$ cat src/rtl/uart_rx_cfg.sv
// Configurable UART receiver: 2-FF synchroniser, false-start rejection, parity/stop checking,
// ready/valid holding register with parity, framing and overrun error reporting.
module uart_rx_cfg #(
  parameter int CLKS_PER_BAUD = 1250,
  parameter int DATA_BITS     = 8,
  parameter int PARITY_MODE   = 0,
  parameter int STOP_BITS     = 1
) (
  input  logic                 clk,
  input  logic                 rst,
  input  logic                 rx_serial,
  input  logic                 rx_ready,
  output logic                 rx_valid,
  output logic [DATA_BITS-1:0] rx_data,
  output logic                 parity_err,
  output logic                 framing_err,
  output logic                 overrun_err,
  output logic                 busy
);

  localparam int CW = $clog2(CLKS_PER_BAUD);
  localparam logic [CW-1:0] MID   = CW'(CLKS_PER_BAUD / 2 - 1);
  localparam logic [CW-1:0] LAST  = CW'(CLKS_PER_BAUD - 1);
  localparam logic [3:0]    NDATA = 4'(DATA_BITS - 1);
  localparam logic [3:0]    NSTOP = 4'(STOP_BITS - 1);

  localparam logic [2:0] IDLE      = 3'd0;
  localparam logic [2:0] START     = 3'd1;
  localparam logic [2:0] DATA      = 3'd2;
  localparam logic [2:0] PARITY    = 3'd3;
  localparam logic [2:0] STOP      = 3'd4;
  localparam logic [2:0] WAIT_IDLE = 3'd5;

  logic                 rx_meta;
  logic                 rxs;
  logic [1:0]           settle;
  logic                 armed;
  logic [2:0]           state;
  logic [CW-1:0]        cnt;
  logic [3:0]           bit_cnt;
  logic [DATA_BITS-1:0] shreg;
  logic                 par_bad;
  logic                 frm_bad;
  logic                 commit;
  logic                 par_xor;

  assign busy    = (state != IDLE);
  assign par_xor = (^shreg) ^ rxs;

  // armed blocks a frame already in flight at reset release until the line is seen idle
  always_ff @(posedge clk or posedge rst) begin
    if (rst) begin
      rx_meta <= 1'b1;
      rxs     <= 1'b1;
      settle  <= 2'b00;
      armed   <= 1'b0;
    end else begin
      rx_meta <= rx_serial;
      rxs     <= rx_meta;
      settle  <= {settle[0], 1'b1};
      if (settle[1] && rxs)
        armed <= 1'b1;
    end
  end

  always_ff @(posedge clk or posedge rst) begin
    if (rst) begin
      state   <= IDLE;
      cnt     <= '0;
      bit_cnt <= '0;
      shreg   <= '0;
      par_bad <= 1'b0;
      frm_bad <= 1'b0;
      commit  <= 1'b0;
    end else begin
      commit <= 1'b0;
      case (state)
        IDLE: begin
          cnt <= '0;
          if (armed && !rxs)
            state <= START;
        end
        START: begin
          if (cnt == MID) begin
            cnt     <= '0;
            bit_cnt <= '0;
            par_bad <= 1'b0;
            frm_bad <= 1'b0;
            state   <= rxs ? IDLE : DATA;
          end else begin
            cnt <= cnt + 1'b1;
          end
        end
        DATA: begin
          if (cnt == LAST) begin
            cnt   <= '0;
            shreg <= {rxs, shreg[DATA_BITS-1:1]};
            if (bit_cnt == NDATA) begin
              bit_cnt <= '0;
              state   <= (PARITY_MODE != 0) ? PARITY : STOP;
            end else begin
              bit_cnt <= bit_cnt + 1'b1;
            end
          end else begin
            cnt <= cnt + 1'b1;
          end
        end
        PARITY: begin
          if (cnt == LAST) begin
            cnt     <= '0;
            par_bad <= (PARITY_MODE == 2) ? ~par_xor : par_xor;
            state   <= STOP;
          end else begin
            cnt <= cnt + 1'b1;
          end
        end
        STOP: begin
          if (cnt == LAST) begin
            cnt <= '0;
            if (!rxs)
              frm_bad <= 1'b1;
            if (bit_cnt == NSTOP) begin
              commit <= 1'b1;
              state  <= (!rxs || frm_bad) ? WAIT_IDLE : IDLE;
            end else begin
              bit_cnt <= bit_cnt + 1'b1;
            end
          end else begin
            cnt <= cnt + 1'b1;
          end
        end
        WAIT_IDLE: begin
          if (rxs)
            state <= IDLE;
        end
        default: state <= IDLE;
      endcase
    end
  end

  // a completed frame is dropped rather than overwriting a word the consumer has not taken
  always_ff @(posedge clk or posedge rst) begin
    if (rst) begin
      rx_valid    <= 1'b0;
      rx_data     <= '0;
      parity_err  <= 1'b0;
      framing_err <= 1'b0;
      overrun_err <= 1'b0;
    end else begin
      overrun_err <= 1'b0;
      if (commit) begin
        if (!rx_valid || rx_ready) begin
          rx_valid    <= 1'b1;
          rx_data     <= shreg;
          parity_err  <= (PARITY_MODE != 0) && par_bad;
          framing_err <= frm_bad;
        end else begin
          overrun_err <= 1'b1;
        end
      end else if (rx_valid && rx_ready) begin
        rx_valid    <= 1'b0;
        parity_err  <= 1'b0;
        framing_err <= 1'b0;
      end
    end
  end

endmodule

$ cat config.mk
export PLATFORM = sky130hd
export DESIGN_NAME = uart_rx_cfg
export DESIGN_NICKNAME = d
export VERILOG_FILES = /design/src/rtl/uart_rx_cfg.sv
export SDC_FILE = /design/constraint.sdc
export NUM_CORES = 1
export LEC_CHECK = 0
export BUFFER_PORTS_ARGS = -buffer_cell sky130_fd_sc_hd__buf_2
export CAP_MARGIN = 20
export CORE_MARGIN = 5
export CORE_UTILIZATION = 55
export CTS_CLUSTER_DIAMETER = 50
export DETAILED_ROUTE_END_ITERATION = 8
export GPL_TIMING_DRIVEN = 1
export PLACE_DENSITY = 0.74
export SKIP_CTS_REPAIR_TIMING = 1
export SLEW_MARGIN = 20
export SYNTH_ARGS = -nofsm -noshare
export SYNTH_HDL_FRONTEND = slang
export SYNTH_SLANG_ARGS = --single-unit
$ cat constraint.sdc
create_clock -name clk -period 2.06 [get_ports clk]
set_input_delay 0.618 -clock clk [delete_from_list [all_inputs] [get_ports clk]]
set_output_delay 0.618 -clock clk [all_outputs]
set_load 0.02 [all_outputs]
==> results.json <==
{
  "status": "finished, final reports clean",
  "synth_fp_nets": 191,
  "clock_latency_ns": 0.30,
  "stdcell_count": 260,
  "combPwrFrac_pct": 32.3,
  "cts.path.max_buffers": 2,
  "vias": 1498,
  "die_x_um": 72.3,
  "dp.final_hpwl_mm": 3.08,
  "path_clk_slew_ns": 0.08,
  "slowest_delay_ns": 0.44,
  "synthFlopType": "dfrtp_1",
  "drtIter0Drc": 80,
  "worstSetupPathDepth": 5,
  "cp.arrival_ns": 2.16,
  "min_from": "settle[0]",
  "row_count": 22,
  "hold_ws_ns": 0.360,
  "critPathKind": "register to register",
  "max_freq_mhz": 507,
  "die_h_um": 72.3,
  "synthCells": 182,
  "drtPass1Iterations": 4,
  "drt-wirelength-per-cell_um": 15.9,
  "synth.avg_cell_area_sq_um": 11.7,
  "rr_worst_depth": 5,
  "seqCellArea_sq_um": 1100,
  "hold_depth": 0,
  "cp-end-kind": "register",
  "die_area_sq_um": 5230,
  "ys_seq_area_share_pct": 51.7,
  "p_per_area_nw_per_um2": 1000,
  "fin_util_pct": 65.8,
  "ir_worst_vdd_mv": 0.636,
  "async_flop_share_pct": 100,
  "antenna_cells": 0,
  "critPathRequiredTime_ns": 2.25,
  "cts_root_buf": "clkbuf_8",
  "syn_area_sq_um": 2130,
  "portBuffers": 15,
  "gp_congestion": 0.846,
  "final_area_sq_um": 2450,
  "setup_viol": 0,
  "clock-sinks": 44,
  "cts-buffers-inserted": 5,
  "layout-drive-gt1-share_pct": 34.0,
  "p_switching_uw": 816,
  "grt_overflow": 0,
  "drcViolationCount": 0,
  "htreeDepth": 2,
  "grt_pass1_wl_mm": 7.16,
  "worst_slew_pin_slew_ns": 0.660,
  "min_path_type": "register to register",
  "p_leak_uw": 0.00120,
  "ys_types": 52,
  "synth-seq-cells": 44,
  "timing.final.crit_share_pct": 95.8,
  "cts_tree": "done",
  "antenna_found_initial": 0,
  "period_minus_slack_ns": 1.97,
  "cp_cell_sequence": "nor4b_4 > nand4_1 > a22o_4 > nand3b_1 > mux2_2",
  "grt_pass1_vias": 1546,
  "finalClockSkew_ns": 0.00406,
  "multi_input_area_sq_um": 976,
  "p_seq_share_pct": 41.9,
  "r2r-start": "cnt[2]",
  "swShare_pct": 33.3,
  "wirelength_mm": 4.14,
  "core_area_sq_um": 3720,
  "finalHoldViolations": 0,
  "cp-start-kind": "register",
  "synth_edf_count": 0,
  "io_pins": 17,
  "worst-path-buf-inv": 0,
  "fin_nets": 220,
  "ant_nets": 0,
  "fillers": 293,
  "slew_headroom_pct": 55.8,
  "dpl_cell_area_sq_um": 2320,
  "viasPerCell": 5.76,
  "critical-path-top-delay-family": "simple AND/OR/NAND/NOR gates",
  "crit_fanout": 6,
  "slew_viol_final": 0,
  "yosys_warnings": 0,
  "start_util_pct": 57.4,
  "clock_power_share_pct": 25.9,
  "grt_use_total_pct": 17.8,
  "p_int_uw": 1630,
  "critical_path.slowest_cell": "dfrtp_1",
  "dp.cells": 251,
  "crit_start": "cnt[2]",
  "area_delta_synth_final_pct": 14.6,
  "maxCapViolCount": 0,
  "grt_max_degree": 45
}
-- power groups by stage --
stage               logic [uW]  registers, uW  clock network, uW
finish                     790           1030                634
global route               871           1040                697
CTS                        742           1020                656
detailed placement         739           1040                  0
global placement           682           1030                  0
floorplan                  605            993                  0
-- routing by layer --
metal / wire (um) / vias up / track usage (%)
li1: - / 702 / -
met1: 1750 / 751 / 22.6
met2: 2080 / 32 / 28.4
met3: 196 / 13 / 5.54
met4: 111 / 0 / 6.89
met5: 0 / - / 0
-- layout make-up --
| type | instances | area share [%] |
|---|---|---|
| clock buffers | 6 | 2.97 |
| clock inverters | 2 | 1.43 |
| inverters | 9 | 1.38 |
| multi-input cells | 124 | 39.9 |
| flip-flops and latches | 44 | 45.1 |
| well taps | 48 | 2.46 |
| repair buffers | 27 | 6.75 |
-- placed cells by master (no fill, tap or decap), drive strengths merged, types with 3 or more instances in the layout --
cell type  instances
nor2b              4
nor3b              4
nor3               3
ha                 5
o21ai              7
clkbuf             6
o31ai              3
inv                9
nand3              4
buf               27
xor2               5
mux2              19
nor2              14
nand2              8
a21o               3
dfrtp             42
xnor2              3
nand4              4
a211oi             3
nand3b             3
-- metrics by stage --
stage | power (uW) | worst slack, ns | setup TNS [ns]
5_1_grt | 2610 | -0.00272 | -0.00455
6_report | 2450 | 0.0863 | 0
3_5_place_dp | 1780 | 0.0630 | 0
3_3_place_gp | 1720 | 0.162 | 0
4_1_cts | 2420 | 0.0338 | 0
2_1_floorplan | 1600 | 0.163 | 0
-- kinds of logic (layout without fill, tap and decap cells) --
logic type                 after synthesis  in the layout  share of synthesized area [%]
and+or+nand+nor                         60             60                           17.8
DFF                                     44             44                           51.7
AOI/OAI and AO/OA                       29             29                           10.3
muxes                                   20             20                           10.5
buffers and inverters                   14             44                           3.22
xor gates and xnor gates                 8              8                           3.28
adders and majority gates                5              5                           2.93
other                                    2              2                          0.352
-- synthesized netlist by cell type (3+ instances only) --
cell type  count  area [sq um]
dfrtp_1       42          1050
mux2_2        19           214
nor2_1        14          52.6
inv_1          9          33.8
nand2_1        8          30.0
o21ai_0        7          35.0
ha_1           5          62.6
xor2_1         5          43.8
nand3_1        4          20.0
nor2b_1        4          25.0
nor3b_1        4          30.0
a211oi_1       3          22.5
nand3b_1       3          22.5
nand4_1        3          18.8
o31ai_1        3          22.5
xnor2_1        3          26.3
-- worst paths after layout --
| path | endpoint | slack [ns] |
|---|---|---|
| setup reg to reg | state[2] | 0.09 |
| hold / removal | settle[1] | 0.36 |
| setup / recovery | state[2] | 0.09 |
| min in group asynchronous | overrun_err | 0.44 |
| max in group asynchronous | rx_meta | 1.24 |
| hold reg to reg | settle[1] | 0.36 |
-- state kept, by name, indices dropped and copies added, names as in the netlist --
register     cells
cnt             11
rx_data          8
shreg            8
bit_cnt          4
state            3
settle           2
armed            1
commit           1
framing_err      1
frm_bad          1
overrun_err      1
rx_meta          1
rx_valid         1
rxs              1
Note: power is estimated with default switching activity, not from simulation.
